$ cat src/rtl/div_iter_if.sv
// Divide handshake between the execute-stage ALU (master) and the
// iterative divider (slave). Signal suffixes are from the divider's side.
interface div_iter_if;
    logic        signed_div_i;
    logic [31:0] opdata1_i;
    logic [31:0] opdata2_i;
    logic        start_i;
    logic        annul_i;
    logic [63:0] result_o;
    logic        ready_o;

    modport master (
        output signed_div_i,
        output opdata1_i,
        output opdata2_i,
        output start_i,
        output annul_i,
        input  result_o,
        input  ready_o
    );

    modport slave (
        input  signed_div_i,
        input  opdata1_i,
        input  opdata2_i,
        input  start_i,
        input  annul_i,
        output result_o,
        output ready_o
    );
endinterface

$ cat src/rtl/div_iter.sv
// Iterative 32-bit divider, restoring radix-2, one quotient bit per cycle.
// Returns {remainder, quotient} for the HI/LO write. Signed operands are
// converted to magnitudes on entry and the signs are re-applied at the end.
module div_iter (
    input  logic      clk,
    input  logic      rst,
    div_iter_if.slave bus
);

    typedef enum logic [1:0] {
        S_IDLE = 2'd0,
        S_ON   = 2'd1,
        S_END  = 2'd2
    } state_t;

    // Two's-complement negate, modulo 2^32.
    function automatic logic [31:0] neg32(input logic [31:0] v);
        return ~v + 32'd1;
    endfunction

    // Negate only when the flag is set.
    function automatic logic [31:0] cond_neg32(input logic flag, input logic [31:0] v);
        if (flag) begin
            return neg32(v);
        end else begin
            return v;
        end
    endfunction

    state_t      state_q, state_d;
    logic [5:0]  cnt_q, cnt_d;
    logic [63:0] work_q, work_d;     // {partial remainder, dividend/quotient}
    logic [31:0] dvs_q, dvs_d;       // divisor magnitude
    logic        qneg_q, qneg_d;     // quotient needs negation
    logic        rneg_q, rneg_d;     // remainder needs negation
    logic [63:0] result_q, result_d;
    logic        ready_q, ready_d;

    logic [32:0] trial_s;
    logic        borrow_s;
    logic [31:0] diff_s;
    logic [63:0] work_step_s;

    // One restoring step: shift left, trial-subtract divisor from the top 33 bits.
    always_comb begin
        trial_s  = work_q[63:31];
        borrow_s = (trial_s < {1'b0, dvs_q});
        // When there is no borrow the difference is below the divisor, so 32 bits suffice.
        diff_s   = trial_s[31:0] - dvs_q;
        if (borrow_s) begin
            work_step_s = {trial_s[31:0], work_q[30:0], 1'b0};
        end else begin
            work_step_s = {diff_s, work_q[30:0], 1'b1};
        end
    end

    // Next-state and datapath/output next values; annul has top priority.
    always_comb begin
        state_d  = state_q;
        cnt_d    = cnt_q;
        work_d   = work_q;
        dvs_d    = dvs_q;
        qneg_d   = qneg_q;
        rneg_d   = rneg_q;
        result_d = result_q;
        ready_d  = 1'b0;
        case (state_q)
            S_IDLE: begin
                if (bus.annul_i) begin
                    state_d = S_IDLE;
                end else if (bus.start_i) begin
                    if (bus.opdata2_i == 32'd0) begin
                        // Divide by zero: answer immediately with zero.
                        result_d = 64'd0;
                        ready_d  = 1'b1;
                        state_d  = S_END;
                    end else begin
                        work_d  = {32'd0, cond_neg32(bus.signed_div_i & bus.opdata1_i[31], bus.opdata1_i)};
                        dvs_d   = cond_neg32(bus.signed_div_i & bus.opdata2_i[31], bus.opdata2_i);
                        qneg_d  = bus.signed_div_i & (bus.opdata1_i[31] ^ bus.opdata2_i[31]);
                        rneg_d  = bus.signed_div_i & bus.opdata1_i[31];
                        cnt_d   = 6'd0;
                        state_d = S_ON;
                    end
                end else begin
                    state_d = S_IDLE;
                end
            end
            S_ON: begin
                if (bus.annul_i) begin
                    state_d = S_IDLE;
                end else begin
                    work_d = work_step_s;
                    cnt_d  = cnt_q + 6'd1;
                    if (cnt_q == 6'd31) begin
                        result_d = {cond_neg32(rneg_q, work_step_s[63:32]),
                                    cond_neg32(qneg_q, work_step_s[31:0])};
                        ready_d  = 1'b1;
                        state_d  = S_END;
                    end else begin
                        state_d = S_ON;
                    end
                end
            end
            S_END: begin
                // Hold the result until the ALU drops start; no restart before that.
                if (bus.annul_i || !bus.start_i) begin
                    state_d = S_IDLE;
                end else begin
                    ready_d = 1'b1;
                    state_d = S_END;
                end
            end
            default: begin
                state_d = S_IDLE;
            end
        endcase
    end

    // State, datapath and output registers with asynchronous active-low reset.
    always_ff @(posedge clk or negedge rst) begin
        if (!rst) begin
            state_q  <= S_IDLE;
            cnt_q    <= 6'd0;
            work_q   <= 64'd0;
            dvs_q    <= 32'd0;
            qneg_q   <= 1'b0;
            rneg_q   <= 1'b0;
            result_q <= 64'd0;
            ready_q  <= 1'b0;
        end else begin
            state_q  <= state_d;
            cnt_q    <= cnt_d;
            work_q   <= work_d;
            dvs_q    <= dvs_d;
            qneg_q   <= qneg_d;
            rneg_q   <= rneg_d;
            result_q <= result_d;
            ready_q  <= ready_d;
        end
    end

    assign bus.result_o = result_q;
    assign bus.ready_o  = ready_q;

endmodule

$ cat src/flat_wrapper.sv
// flat-port wrapper written by rule: the top's interface ports become plain ports
module div_iter_flat 
  (clk, rst, bus_signed_div_i, bus_opdata1_i, bus_opdata2_i, bus_start_i, bus_annul_i, bus_result_o, bus_ready_o);
  div_iter_if bus_i ();
  input  logic clk;
  input  logic rst;
  input wire logic [$bits(bus_i.signed_div_i)-1:0] bus_signed_div_i;
  input wire logic [$bits(bus_i.opdata1_i)-1:0] bus_opdata1_i;
  input wire logic [$bits(bus_i.opdata2_i)-1:0] bus_opdata2_i;
  input wire logic [$bits(bus_i.start_i)-1:0] bus_start_i;
  input wire logic [$bits(bus_i.annul_i)-1:0] bus_annul_i;
  output wire logic [$bits(bus_i.result_o)-1:0] bus_result_o;
  output wire logic [$bits(bus_i.ready_o)-1:0] bus_ready_o;
  assign bus_i.signed_div_i = bus_signed_div_i;
  assign bus_i.opdata1_i = bus_opdata1_i;
  assign bus_i.opdata2_i = bus_opdata2_i;
  assign bus_i.start_i = bus_start_i;
  assign bus_i.annul_i = bus_annul_i;
  assign bus_result_o = bus_i.result_o;
  assign bus_ready_o = bus_i.ready_o;
  div_iter u_core (.clk(clk), .rst(rst), .bus(bus_i));
endmodule
$ cat config.mk
export PLATFORM = sky130hd
export DESIGN_NAME = div_iter_flat
export DESIGN_NICKNAME = d
export VERILOG_FILES = /design/src/rtl/div_iter_if.sv /design/src/rtl/div_iter.sv /design/src/flat_wrapper.sv
export SDC_FILE = /design/constraint.sdc
export NUM_CORES = 1
export LEC_CHECK = 0
export BUFFER_PORTS_ARGS = -buffer_cell sky130_fd_sc_hd__buf_2
export CAP_MARGIN = 20
export CORE_UTILIZATION = 60
export DETAILED_ROUTE_END_ITERATION = 10
export GPL_TIMING_DRIVEN = 0
export PLACE_DENSITY = 0.81
export SLEW_MARGIN = 15
export SYNTH_ARGS = -nofsm -noshare
export SYNTH_HDL_FRONTEND = slang
export SYNTH_SLANG_ARGS = --single-unit
$ cat constraint.sdc
create_clock -name clk -period 13.4 [get_ports clk]
set_input_delay 2.68 -clock clk [delete_from_list [all_inputs] [get_ports clk]]
set_output_delay 2.68 -clock clk [all_outputs]
set_load 0.02 [all_outputs]
Word-level counts from Yosys, hierarchy flattened
Cells that the tools add are included.

Order comparisons: 1. Multiplexer cells: 35. Bitwise logic cells: 10. Equality and inequality tests: 9. Reduce and logical (&&, ||, !) cells: 8. Add/subtract/negate cells: 6.

Operators with widths (count): two-way mux 64 bit (10); case mux 64 bit (2 select lines) (2); adder 32 x 1 -> 32 bit, second input constant (4); two-way mux 32 bit (4); inverter 32 bit (4); < comparator 33 x 32 -> 1 bit (1); zero test 32 bit (1); subtractor 32 bit (1); two-way mux 6 bit (4); two-way mux 2 bit (6); case mux 6 bit (2 select lines) (1); != test 2 bit, second input constant (4); adder 6 x 1 -> 6 bit, second input constant (1); equality test 6 x 5 -> 1 bit, second input constant (1); two-way mux 1 bit (6); case mux 2 bit (3 select lines) (1); AND reduction 6 bit (1); AND reduction 5 bit (1); != test 2 x 1 -> 1 bit, second input constant (2); AND reduction 4 bit (1); bitwise AND 1 bit (3); case mux 1 bit (3 select lines) (1); equality test 2 x 1 -> 1 bit, second input constant (1); equality test 2 bit, second input constant (1); other kinds (6) (7).

Logic and storage cells: 77. Input bits: 69. Output and inout bits: 65. Flip-flop bits (word level): 171.

Logic depth before layout (Yosys ltp)
Gate-level depths: netlist of run 1.

Depth after elaboration: 8. Depth in mapped cells: 22. Mapped depth without buffers: 18.

Least setup slack after synthesis of run 1
No wires, ideal clock.

Path kind: input-to-reg. From: input bus_opdata2_i[0]. To: register u_core.result_q[36], in the netlist u_core.bus.result_o[36]. Cell stages on the path: 14. Setup slack: 7.630 ns. Data arrival time: 5.648 ns. Buffers on the path: 2. Setup time: 0.122 ns. Cell sequence: inv_1 ha_1 or4b_2 nor3_1 nand3_1 nor3_1 nand2_1 or3_1 inv_1 nand3b_1 a211o_1 clkbuf_1 clkbuf_1 a32o_1.

Longest elaborated chain between the ends: 3.

RTL lines: start: declaration (RTL line flat_wrapper.sv:9) `input wire logic [$bits(bus_i.opdata2_i)-1:0] bus_opdata2_i;`; zero test 32 bit (RTL line div_iter.sv:72) `if (bus.opdata2_i == 32'd0) begin`; != test 2 x 1 -> 1 bit (no line); AND reduction 6 bit (no line); end signal: assignment (RTL line div_iter.sv:138) `result_q <= result_d;`; end: declaration (RTL line div_iter.sv:36) `logic [63:0] result_q, result_d;`.

No other way between the ends. A chain may end at the register's enable or synchronous reset.

Worst setup path in the final report of run 1
From: register u_core.work_q[39]. To: register u_core.result_q[28], in the netlist u_core.bus.result_o[28].

Longest elaborated chain between the ends: 8.

RTL lines: start: declaration (RTL line div_iter.sv:32) `logic [63:0] work_q, work_d;`; start signal: assignment (RTL line div_iter.sv:134) `work_q <= work_d;`; < comparator 33 x 32 -> 1 bit (RTL line div_iter.sv:47) `borrow_s = (trial_s < {1'b0, dvs_q});`; two-way mux 64 bit (RTL line div_iter.sv:50) `if (borrow_s) begin`; inverter 32 bit (RTL line div_iter.sv:18) `return ~v + 32'd1;`; adder 32 x 1 -> 32 bit (RTL line div_iter.sv:18); two-way mux 32 bit (RTL line div_iter.sv:23) `if (flag) begin`; two-way mux 64 bit (RTL line div_iter.sv:95) `if (cnt_q == 6'd31) begin`; two-way mux 64 bit (RTL line div_iter.sv:90) `if (bus.annul_i) begin`; case mux 64 bit (2 select lines) (RTL line div_iter.sv:67) `case (state_q)`.

No other way between the ends. The select of a mux whose other input is x is not followed.

==> results, run 1 <==
- The worst setup path is captured at a flop.
- The number of sinks on the clock net is 170.
- Counting along the longest clock path gives a buffer depth of 2.
- The first global-routing pass estimated 56,000 um of wire.
- After floorplanning, the core was sized to cover 19,500 sq um.
- The die height is 143 um.
- The number of standard cells in the final layout excluding fillers is 1,928.
- The Yosys step of the flow raised 0 warnings.
- In this run the static leakage power is 6.05 nW.
- The floorplan has 51 rows.
- In the final layout, the share of cells above drive strength 1 is 12.1%.
- The number of antenna-violating nets in the routed design is 0.
- For this block, the initial DRC count from the detailed router was 1,172.
- The area of the die is 20,400 sq um.
- Prior to clock tree synthesis, the placed netlist has a worst setup slack of 6.75 ns.
- The path depth of the worst reg2reg path is 20.
- After clock tree synthesis, the flow added hold-fix buffers numbering 0.
- The horizontal die dimension is 143 um.
- In this run the tightest slew margin relative to its limit is 33.0%.
- After detailed placement, the design holds a cell count of 1,896.
- For this design the ratio of total power to cell area is 150 nW/um^2.
- The peak ir drop on the vdd network is 105 uV.
- Summed over all layers, the global routing overflow is 0.
- Setup violations remaining at the end of the flow were counted as 0.
- CTS built an H-tree with a depth of 4.
- At the worst endpoint, the required time is 13.72 ns.
- The top fanout value on the critical path is 10.
- The final-report max-slew violation count came to 0.
- Global routing consumed, over all layers together, 35.8% of the routing resources.
- The clock slew seen by the registers of the worst setup and hold paths is 0.08 ns.
- The design draws 2.03 mW.
- A synthesized cell averages 7.95 sq um.
- The CTS tree is built.
- The ratio of final minimum period to clock period is 47.3%.
- The via count of the first global-routing pass was 10,645.
- The proportion of synthesized chip area in sequential cells is 35.8%.
- The port buffer count is 133.
- The post-route standard cell area excluding fillers is 13,600 sq um.
- Entering global routing, the biggest net connects 109 pins.
- The net count of the finished layout is 1,757.
- At the end of routability-driven placement, the weighted congestion stood at 0.963.
- The worst min-delay path category is flop to flop.
- The number of buffers inserted by post-CTS setup repair is 0.
- Dividing the detail-routed wire length by the instance count gives 18.4 um.
- The type of the setup path with the least slack is flop to flop.
- Buffers inserted during clock tree synthesis total 17.
- Synthesis handed over a netlist of 1,497 instances.
- The highest achievable clock rate is 158 MHz.
- The post-synthesis to final-layout area growth is 13.9%.
- The final critical-path required period is 6.34 ns.
- The count of state elements after synthesis is 170.
- In the routed layout, each cell is associated on average with a via count of 6.15.
- The later-pin clock latency in the skew report is 0.44 ns.
- The hold path depth is 2.
- Yosys mapped the design onto 77 distinct sky130hd cell types.
- The post-place instance area is 12,900 sq um.
- The hold slack is 0.476 ns.
- The number of max-capacitance violations reported is 0.
- The nature of the critical path startpoint is a flop.
- For this configuration, the core starts out at a cell density of 61.1%.
- At the end of the flow the core is filled with cells to 69.7%.
- The summed instance area of the synthesized netlist is 11,900 sq um.
- The net count after synthesis is 1,604.
- The number of antenna diodes is 0.
- The final worst slack is 7.06 ns.
- For the worst setup path, the data arrival time is 6.66 ns.
- The number of optimization iterations in the first detailed-route pass is 6.
- Detailed routing inserted a total of 11,848 vias.
- After detailed routing, the number of remaining DRC violations is 0.
- The flow ran to the end, and the final reports show no timing, DRC or antenna violations.
- The final wirelength is 35,600 um.
- The count of instances resized after the clock tree is built is 0.
- For this run, asynchronously set or reset flops after synthesis account for 100%.
- The cell at the root of the clock tree is sky130_fd_sc_hd__clkbuf_16.
- Across the routed clock network, the largest skew measured is 0.0145 ns.
- The synthesized design contains 0 enable-type register cells.
- The pin slew with the least headroom to its limit is 0.999 ns.
- The number of antenna violations at the first check in global routing came to 0.
- Setup repair after global routing left no endpoint under its margin.
- 134 I/O pins were placed.
- The count of endpoints failing hold in the final timing report is 0.
- The prevailing post-synth register cell is sky130_fd_sc_hd__dfrtp_1.
- The detailed placer's ending HPWL is 27,400 um.
- Summed over all failing endpoints, the final setup total negative slack is 0 ns.
-- logic make-up (layout without fill, tap and decap cells) --
kind of cell | count (synthesis) | in the layout | share of synthesized area, %
simple gates | 537 | 537 | 20.8
xor+xnor | 141 | 141 | 10.4
mux | 17 | 17 | 1.45
compound gates | 459 | 459 | 23.1
fa+ha+maj | 38 | 38 | 4.06
flops | 170 | 170 | 35.8
buf+inv | 135 | 301 | 4.43
-- power by group --
part	internal, mW	switching, mW
combinational	0.309	0.549
clock	0.271	0.250
sequential	0.570	0.0772
-- critical path, cell delays in order (launching register included) --
cell and delay [ns]:
sky130_fd_sc_hd__dfrtp_1 0.52, sky130_fd_sc_hd__ha_1 0.45, sky130_fd_sc_hd__a21oi_1 0.23, sky130_fd_sc_hd__o21ai_1 0.18, sky130_fd_sc_hd__a21oi_1 0.38, sky130_fd_sc_hd__a2111o_1 0.43, sky130_fd_sc_hd__nand2_1 0.13, sky130_fd_sc_hd__buf_4 0.20
sky130_fd_sc_hd__inv_2 0.14, sky130_fd_sc_hd__buf_2 0.26, sky130_fd_sc_hd__buf_1 0.41, sky130_fd_sc_hd__clkbuf_1 0.50, sky130_fd_sc_hd__ha_1 0.30, sky130_fd_sc_hd__nand2b_1 0.16, sky130_fd_sc_hd__or4_4 0.49, sky130_fd_sc_hd__or2_1 0.26
sky130_fd_sc_hd__or4_4 0.44, sky130_fd_sc_hd__o41ai_4 0.28, sky130_fd_sc_hd__nand2_2 0.08, sky130_fd_sc_hd__xnor2_1 0.26, sky130_fd_sc_hd__o21ai_1 0.09
-- worst paths after layout --
check,from,endpoint,slack [ns]
worst max register to register,u_core.work_q[39],u_core.bus.result_o[28],7.06
worst max-delay path,u_core.work_q[39],u_core.bus.result_o[28],7.06
min in group asynchronous,rst,u_core.work_q[38],2.17
worst min register to register,u_core.bus.result_o[20],u_core.bus.result_o[20],0.48
max in group asynchronous,rst,u_core.dvs_q[27],10.34
worst min-delay path,u_core.bus.result_o[20],u_core.bus.result_o[20],0.48
-- placed cells by master, fill, tap and decap left out, drive strengths merged, types with 5 or more instances in the layout --
master	count
a22o	10
a31oi	8
mux2i	15
buf	150
nor4	13
dfrtp	170
nand3	23
nand2b	8
o211ai	6
nor2b	9
and3	10
ha	37
nor3	41
o41ai	13
inv	58
a21o	7
or3	16
nand2	252
or2	8
clkbuf	85
and2	12
o21ai	216
o21a	7
xor2	69
a21oi	104
clkinv	5
xnor2	72
or4	14
a32o	6
o31ai	29
nand4	14
a211oi	13
nor2	100
-- state kept, by name, indices dropped and copies added, names as in the netlist --
name and cells:
u_core.work_q 64, u_core.state_q 1, u_core.bus.result_o 64, u_core.rneg_q 1, u_core.qneg_q 1, u_core.cnt_q 6
u_core.dvs_q 32, u_core.bus.ready_o 1
-- synth_stat cells, drive strengths merged, types with 6 or more instances --
master  count  area share [%]
dfrtp     170              36
buf        16            0.65
nand2b      8            0.42
or4        14             1.0
xor2       69             5.1
nor3       41             1.7
inv        51             1.6
nor4       13            0.68
a21oi     104             4.4
a211oi     13            0.82
nor2      100             3.2
mux2i      15             1.3
a31oi       8            0.42
a22o       10            0.74
or2         8            0.42
nand3      23            0.97
a32o        6            0.50
and3       10            0.53
and2       12            0.63
xnor2      72             5.3
a21o        7            0.44
o211ai      6            0.38
o31ai      29             1.8
ha         37             3.9
nor2b       9            0.47
o21a        7            0.44
o41ai      13             1.2
or3        16            0.88
nand2     252             8.0
clkbuf     68             2.2
o21ai     216             9.1
nand4      14            0.74
-- cell type report --
class | instances | area [sq um]
multi-input cells | 1192 | 7120
plain buffers | 84 | 335
repair buffers | 134 | 703
fillers | 1589 | 5910
inverters | 51 | 191
flip-flops and latches | 170 | 4250
clock inverters | 15 | 198
clock buffers | 17 | 425
well taps | 265 | 332
-- per-layer routing --
| layer | vias to the layer above | track usage, % | part of all wire, % |
|---|---|---|---|
| met2 | 589 | 51.9 | 41 |
| met5 | - | 0 | 0 |
| met4 | 0 | 9.90 | 1.9 |
| met3 | 61 | 7.04 | 9.7 |
| met1 | 5571 | 54.0 | 47 |
| li1 | 5627 | - | - |
Note: power is estimated with default switching activity, not from simulation.
==> inputs of run 2 (changes only) <==
clock period = 6.3 ns   (was 13.4 ns; I/O delays follow)
==> results, run 2 (synthesis gave the netlist of run 1 again) <==
- The routed length on met3 is 3520 um (was 3440 um).
- The horizontal die dimension was 143 um (unchanged).
- The final critical-path required period is 5.93 ns (was 6.34 ns).
- The longest individual stage delay on the worst path is 0.52 ns (about the same).
- The via count of the first global-routing pass was 10,645 (unchanged).
- The number of vias in the routed layout was 11,861 (was 11,848).
- The critical path's slowest cell is sky130_fd_sc_hd__dfrtp_1 (unchanged).
- The total congestion overflow came to 0 (unchanged).
- The top layer used by detailed routing is met4 (unchanged).
- The ratio of final minimum period to clock period came to 94.1% (was 47.3%).
- The peak ir drop on the vdd network is 225 uV (was 105 uV).
- The relative contribution of combinational cells to total power was 42.4% (was 42.3%).
- Setup repair after global routing missed its margin: false (unchanged).
- The number of max-capacitance violations reported is 0 (unchanged).
- The final-report max-slew violation count is 0 (unchanged).
- Commonest non-fill, non-tap cells in the layout: sky130_fd_sc_hd__nand2_1, sky130_fd_sc_hd__o21ai_0, sky130_fd_sc_hd__dfrtp_1 (unchanged).
- The per-cell via count in the routed design is 6.15 (about the same).
- The maximum buffer depth of the clock tree is 2 (unchanged).
- The cell family contributing the most delay on the critical path is compound AO/OA/AOI/OAI gates (unchanged).
- The worst min-delay path category was flop to flop (unchanged).
- The area taken by multi-input logic gates is 7120 sq um (unchanged).
- The wire length of the first global-routing pass came to 56,000 um (unchanged).
- The largest net degree at the start of global routing is 109 (unchanged).
- The fraction of final layout cells sized beyond drive strength 1 is 12.3% (was 12.1%).
- The placed instance count is 1,896 (unchanged).
- The total CTS buffers came to 17 (unchanged).
- The type of the setup path with the least slack is flop to flop (unchanged).
- The sequential group share of total power was 31.9% (about the same).
- The final cell utilization of the core is 69.7% (about the same).
- The buffer and inverter count on the worst path is 5 (unchanged).
- Outcome: completed (unchanged).
- The starting density of the core was 61.1% (unchanged).
- The highest achievable clock rate is 169 MHz (was 158 MHz).
- The post-synthesis to final-layout area growth is 14.0% (was 13.9%).
- The clock slew seen by the registers of the worst setup and hold paths is 0.08 ns (about the same).
- The DRC violation count after routing came to 0 (unchanged).
- The later-pin clock latency in the skew report is 0.44 ns (about the same).
- The category of the worst setup path capture point is a flop (unchanged).
- The count of endpoints failing hold in the final timing report is 0 (unchanged).
- The pin slew with the least headroom to its limit is 0.961 ns (was 0.999 ns).
- The area of the die is 20,400 sq um (unchanged).
- The detailed placer's ending HPWL is 27,400 um (unchanged).
- The number of fill cells in the layout came to 1,589 (unchanged).
- The number of buffers inserted by post-CTS setup repair is 0 (unchanged).
- The routed length on met1 is 16,600 um (was 16,700 um).
- The clock share of power is 25.7% (about the same).
- The number of antenna-violating nets in the routed design is 0 (unchanged).
- The switching power of the nets is 1.86 mW (was 877 uW).
- The number of optimization iterations in the first detailed-route pass is 6 (unchanged).
- The number of antenna diodes is 0 (unchanged).
- The hold slack came to 0.476 ns (about the same).
- The sum of negative setup slack is 0 ns (unchanged).
- The nature of the critical path startpoint is a flop (unchanged).
- The top fanout value on the critical path came to 10 (unchanged).
- Cell chain of the critical path: ha_1 > a21oi_1 > o21ai_1 > a21oi_1 > a2111o_1 > nand2_1 > buf_4 > inv_2 > buf_2 > clkbuf_2 > clkbuf_2 > ha_1 > nand2b_1 > or4_4 > or2_1 > or4_4 > o41ai_4 > nand2_2 > xnor2_1 > o21ai_1 (was ha_1 > a21oi_1 > o21ai_1 > a21oi_1 > a2111o_1 > nand2_1 > buf_4 > inv_2 > buf_2 > buf_1 > clkbuf_1 > ha_1 > nand2b_1 > or4_4 > or2_1 > or4_4 > o41ai_4 > nand2_2 > xnor2_1 > o21ai_1).
- The sum of internal, switching and leakage power came to 4.31 mW (was 2.03 mW).
- The first-iteration detailed-routing DRC count came to 1,118 (was 1,172).
- The CTS tree is built (unchanged).
- The cell internal power dissipation is 2.45 mW (was 1.15 mW).
- The number of sinks on the clock net is 170 (unchanged).
- The port buffer count is 133 (unchanged).
- The headroom to the max-slew limit is 35.5% (was 33.0%).
- The final wirelength is 35,600 um (about the same).
- The power density of the placed cells was 318 nW/um^2 (was 150 nW/um^2).
- The number of nets in the final layout is 1,757 (unchanged).
- The detailed-routed wire length on met2 came to 14,700 um (about the same).
- The number of core rows came to 51 (unchanged).
- The cell leakage power came to 6.05 nW (about the same).
- The cell at the root of the clock tree was sky130_fd_sc_hd__clkbuf_16 (unchanged).
- The placer's final routability congestion estimate is 0.963 (unchanged).
- The number of ports placed on the die boundary is 134 (unchanged).
- The die height came to 143 um (unchanged).
- The clock skew after layout is 0.0139 ns (was 0.0145 ns).
- The number of antenna violations at the first check in global routing is 0 (unchanged).
- The core area came to 19,500 sq um (unchanged).
- The area taken by flip-flops and latches came to 4250 sq um (unchanged).
- The overall routing resource usage is 35.8% (unchanged).
- The arrival time at the worst endpoint came to 6.24 ns (was 6.66 ns).
- The required arrival time at the worst endpoint was 6.62 ns (was 13.72 ns).
- The deepest level of the CTS H-tree is 4 (unchanged).
- The number of standard cells in the final layout excluding fillers is 1,928 (unchanged).
- The average wire length per cell after detail routing is 18.4 um (about the same).
- The most frequent standard cell in the layout excluding fill and tap cells is sky130_fd_sc_hd__nand2_1 (unchanged).
- The number of setup violations in the final report is 0 (unchanged).
- The fraction of power spent switching nets is 43.2% (about the same).
==> run 2: cell count changes in the layout (fill, tap and decap cells not counted) <==
cell / change
sky130_fd_sc_hd__clkbuf_2: +3
sky130_fd_sc_hd__buf_1: -1
sky130_fd_sc_hd__clkbuf_1: -2
==> run 2: power groups by stage <==
| stage | registers [mW] | clock network (mW) | logic (mW) |
|---|---|---|---|
| floorplan | 1.33 | 0 | 1.30 |
| global placement | 1.38 | 0 | 1.72 |
| detailed placement | 1.39 | 0 | 1.75 |
| CTS | 1.37 | 1.11 | 1.78 |
| global route | 1.39 | 1.15 | 2.00 |
| finish | 1.38 | 1.11 | 1.83 |
==> run 2: worst paths after layout <==
check	slack, ns	from	cells after the start	to
max in group asynchronous	4.66	rst	2	u_core.dvs_q[27]
setup / recovery	0.37	u_core.work_q[39]	20	u_core.bus.result_o[28]
hold / removal	0.48	u_core.bus.result_o[20]	2	u_core.bus.result_o[20]
min in group asynchronous	0.75	rst	1	u_core.work_q[38]
hold reg to reg	0.48	u_core.bus.result_o[20]	2	u_core.bus.result_o[20]
setup reg to reg	0.37	u_core.work_q[39]	20	u_core.bus.result_o[28]
==> run 2: layer usage <==
metal | vias up | track usage (%)
li1 | 5636 | -
met3 | 57 | 7.04
met4 | 0 | 9.90
met5 | - | 0
met2 | 604 | 51.9
met1 | 5564 | 54.0
==> run 2: per-stage QoR <==
| stage | setup WS [ns] | instance area, sq um |
|---|---|---|
| after floorplan | 1.50 | 11900 |
| after global placement | 0.250 | 12900 |
| after detailed placement | 0.184 | 12900 |
| after CTS | 0.114 | 13600 |
| after global routing | 0.166 | 13600 |
| final | 0.373 | 13600 |
==> run 2: worst reg2reg max path, delay by kind of cell (launching register included) <==
| kind | cells | cell delay, ns |
|---|---|---|
| AOI/OAI and AO/OA | 6 | 1.57 |
| and+or+nand+nor | 6 | 1.56 |
| buffers and inverters | 5 | 1.18 |
| adders and majority gates | 2 | 0.70 |
| DFF | 1 | 0.52 |
| xor gates and xnor gates | 1 | 0.26 |
==> run 2: final cells by class <==
class / count / area share, %
Inverter: 51 / 1.41
Tap cell: 265 / 2.45
Buffer: 84 / 2.50
Sequential cell: 170 / 31.4
Clock buffer: 17 / 3.14
Timing Repair Buffer: 134 / 5.19
Multi-Input combinational cell: 1192 / 52.5
Clock inverter: 15 / 1.46
==> run 2: repair_timing <==
item	CTS	global route
hold buffers	0	0
setup endpoints to repair	0	4
gates resized for setup	0	5
hold endpoints to repair	0	0
==> inputs of run 3 (changes only) <==
clock period = 5.8 ns   (was 6.3 ns; I/O delays follow)
==> results, run 3 (synthesis gave the netlist of run 1 again) <==
- The worst setup timing slack at the placement stage is -0.316 ns (was 0.184 ns).
- The worst min-delay path category is flop to flop (unchanged).
- The headroom to the max-slew limit is 38.3% (was 35.5%).
- The category of the worst setup path capture point is a flop (unchanged).
- The number of optimization iterations in the first detailed-route pass is 5 (was 6).
- The core area is 19,500 sq um (unchanged).
- The worst hold path startpoint is u_core.bus.result_o[20] (unchanged).
- The number of max-capacitance violations reported is 0 (unchanged).
- The arrival time at the worst endpoint is 5.94 ns (was 6.24 ns).
- The later-pin clock latency in the skew report came to 0.44 ns (about the same).
- The clock slew seen by the registers of the worst setup and hold paths is 0.08 ns (about the same).
- The type of the setup path with the least slack is flop to flop (unchanged).
- The via count of the first global-routing pass came to 10,635 (was 10,645).
- The peak ir drop on the vdd network came to 241 uV (was 225 uV).
- The deepest level of the CTS H-tree is 4 (unchanged).
- The total congestion overflow was 0 (unchanged).
- The top fanout value on the critical path is 19 (was 10).
- The clock skew after layout is 0.0139 ns (about the same).
- The starting density of the core is 61.1% (unchanged).
- The detailed placer's ending HPWL came to 27,400 um (unchanged).
- The maximum buffer depth of the clock tree is 2 (unchanged).
- The post-place instance area is 12,900 sq um (unchanged).
- The per-cell via count in the routed design is 6.14 (was 6.15).
- The capture point of the worst reg-to-reg path is u_core.bus.result_o[28] (unchanged).
- The sink of the worst hold path is u_core.bus.result_o[20] (unchanged).
- The CTS tree is built (unchanged).
- The total CTS buffers is 17 (unchanged).
- The post-cts hold buffer count came to 0 (unchanged).
- The count of endpoints failing hold in the final timing report is 0 (unchanged).
- The first-iteration detailed-routing DRC count is 1,201 (was 1,118).
- The cell leakage power was 6.06 nW (was 6.05 nW).
- The final wirelength came to 35,400 um (was 35,600 um).
- The average wire length per cell after detail routing is 18.4 um (about the same).
- The nature of the critical path startpoint was a flop (unchanged).
- The power density of the placed cells was 345 nW/um^2 (was 318 nW/um^2).
- The highest achievable clock rate is 178 MHz (was 169 MHz).
- The fraction of final layout cells sized beyond drive strength 1 is 12.5% (was 12.3%).
- The met2 track demand over resource in global routing came to 51.6% (was 51.9%).
- The required arrival time at the worst endpoint is 6.11 ns (was 6.62 ns).
- The number of antenna violations at the first check in global routing is 0 (unchanged).
- The number of setup violations in the final report was 0 (unchanged).
- The post-synthesis to final-layout area growth is 14.1% (was 14.0%).
- The placer's final routability congestion estimate is 0.963 (unchanged).
- The number of vias in the routed layout is 11,834 (was 11,861).
- The number of ports placed on the die boundary came to 134 (unchanged).
- The number of buffers inserted by post-CTS setup repair is 0 (unchanged).
- The number of sinks on the clock net is 170 (unchanged).
- The global-route met3 utilization is 7.04% (unchanged).
- Setup repair after global routing missed its margin: false (unchanged).
- The global routing's busiest layer is met1 (unchanged).
- The cell at the root of the clock tree is sky130_fd_sc_hd__clkbuf_16 (unchanged).
- The met1 routing resource usage after global routing was 54.0% (about the same).
- The most frequent standard cell in the layout excluding fill and tap cells was sky130_fd_sc_hd__nand2_1 (unchanged).
- The final worst slack was 0.173 ns (was 0.373 ns).
- The number of antenna-violating nets in the routed design is 0 (unchanged).
- The number of nets in the final layout is 1,756 (was 1,757).
- The reg-to-reg setup timing slack is 0.17 ns (was 0.37 ns).
- The area of the die came to 20,400 sq um (unchanged).
- The largest net degree at the start of global routing is 109 (unchanged).
- The path depth of the worst reg2reg path is 20 (unchanged).
- Commonest non-fill, non-tap cells in the layout: sky130_fd_sc_hd__nand2_1, sky130_fd_sc_hd__o21ai_0, sky130_fd_sc_hd__dfrtp_1 (unchanged).
- The port buffer count is 133 (unchanged).
- The overall routing resource usage is 35.8% (about the same).
- The horizontal die dimension is 143 um (unchanged).
- The DRC violation count after routing came to 0 (unchanged).
- The hold path depth came to 2 (unchanged).
- The post-route standard cell area excluding fillers is 13,600 sq um (about the same).
- The number of core rows came to 51 (unchanged).
- The die height came to 143 um (unchanged).
- The pin slew with the least headroom to its limit is 0.920 ns (was 0.961 ns).
- The number of antenna diodes is 0 (unchanged).
- The startpoint of the worst-slack reg-to-reg timing path is u_core.work_q[47] (was u_core.work_q[39]).
- The ratio of final minimum period to clock period is 97.0% (was 94.1%).
- Outcome: completed (unchanged).
- The wire length of the first global-routing pass was 56,000 um (about the same).
- The final critical-path required period is 5.63 ns (was 5.93 ns).
- The final-report max-slew violation count is 0 (unchanged).
## run 3: cell types whose count changed in the layout (fill, tap and decap cells not counted)
cell | previous run | this run
sky130_fd_sc_hd__a21oi_1 | 104 | 102
sky130_fd_sc_hd__a21oi_2 | 0 | 2
sky130_fd_sc_hd__buf_2 | 143 | 142
sky130_fd_sc_hd__clkbuf_1 | 64 | 63
sky130_fd_sc_hd__clkbuf_4 | 0 | 1
sky130_fd_sc_hd__o31ai_1 | 29 | 28
sky130_fd_sc_hd__o31ai_2 | 0 | 1
## run 3: what timing repair did
action	4_1_cts	5_1_grt
resized for setup	2	6
pin swaps	0	0
setup endpoints to repair	4	11
## run 3: area by class of cell
class / count / area (sq um)
Buffer: 83 / 338
Clock buffer: 17 / 425
Clock inverter: 15 / 198
Fill cell: 1587 / 5890
Inverter: 51 / 191
Multi-Input combinational cell: 1192 / 7130
Sequential cell: 170 / 4250
Tap cell: 265 / 332
Timing Repair Buffer: 134 / 703
## run 3: routing by layer
metal  vias to the layer above  wire [um]
met5                         -          0
met4                         0        648
met3                        55       3690
met2                       603      14600
met1                      5551      16500
li1                       5625          -
## run 3: how the worst max path moves through the flow
stage	to	startpoint
2_1_floorplan	u_core.bus.result_o[28]	u_core.work_q[37]
3_3_place_gp	u_core.bus.result_o[28]	u_core.work_q[39]
3_5_place_dp	u_core.bus.result_o[28]	u_core.work_q[39]
4_1_cts	u_core.bus.result_o[28]	u_core.work_q[39]
5_1_grt	u_core.bus.result_o[28]	u_core.work_q[47]
6_report	u_core.bus.result_o[28]	u_core.work_q[47]
## run 3: critical path, stage by stage (launching register included)
cell and delay [ns]:
sky130_fd_sc_hd__dfrtp_1 0.53, sky130_fd_sc_hd__ha_1 0.29, sky130_fd_sc_hd__clkbuf_1 0.21, sky130_fd_sc_hd__a21oi_1 0.26, sky130_fd_sc_hd__o21a_1 0.27, sky130_fd_sc_hd__o221a_2 0.25
sky130_fd_sc_hd__o211a_2 0.30, sky130_fd_sc_hd__nand2_1 0.10, sky130_fd_sc_hd__buf_4 0.19, sky130_fd_sc_hd__inv_2 0.14, sky130_fd_sc_hd__clkbuf_4 0.30, sky130_fd_sc_hd__clkbuf_2 0.31
sky130_fd_sc_hd__ha_1 0.25, sky130_fd_sc_hd__nand2b_1 0.16, sky130_fd_sc_hd__or4_4 0.49, sky130_fd_sc_hd__or2_1 0.26, sky130_fd_sc_hd__or4_4 0.44, sky130_fd_sc_hd__o41ai_4 0.28
sky130_fd_sc_hd__nand2_2 0.08, sky130_fd_sc_hd__xnor2_1 0.27, sky130_fd_sc_hd__o21ai_1 0.09
## run 3: report_power, final
part | total, mW | switching (mW) | internal (mW)
Combinational | 1.99 | 1.27 | 0.717
Sequential | 1.49 | 0.178 | 1.32
Clock | 1.20 | 0.577 | 0.627
## run 3: through the flow
stage,cells,setup TNS (ns),hold slack (ns),total power [mW],utilization [%]
after floorplan,1497,0,0.450,2.85,-
after global placement,1895,-0.494,0.459,3.37,66.3
after detailed placement,1896,-0.639,0.464,3.41,66.5
after CTS,1927,0,0.481,4.62,69.6
after global routing,1927,0,0.507,4.93,69.7
final,1927,0,0.475,4.69,69.7
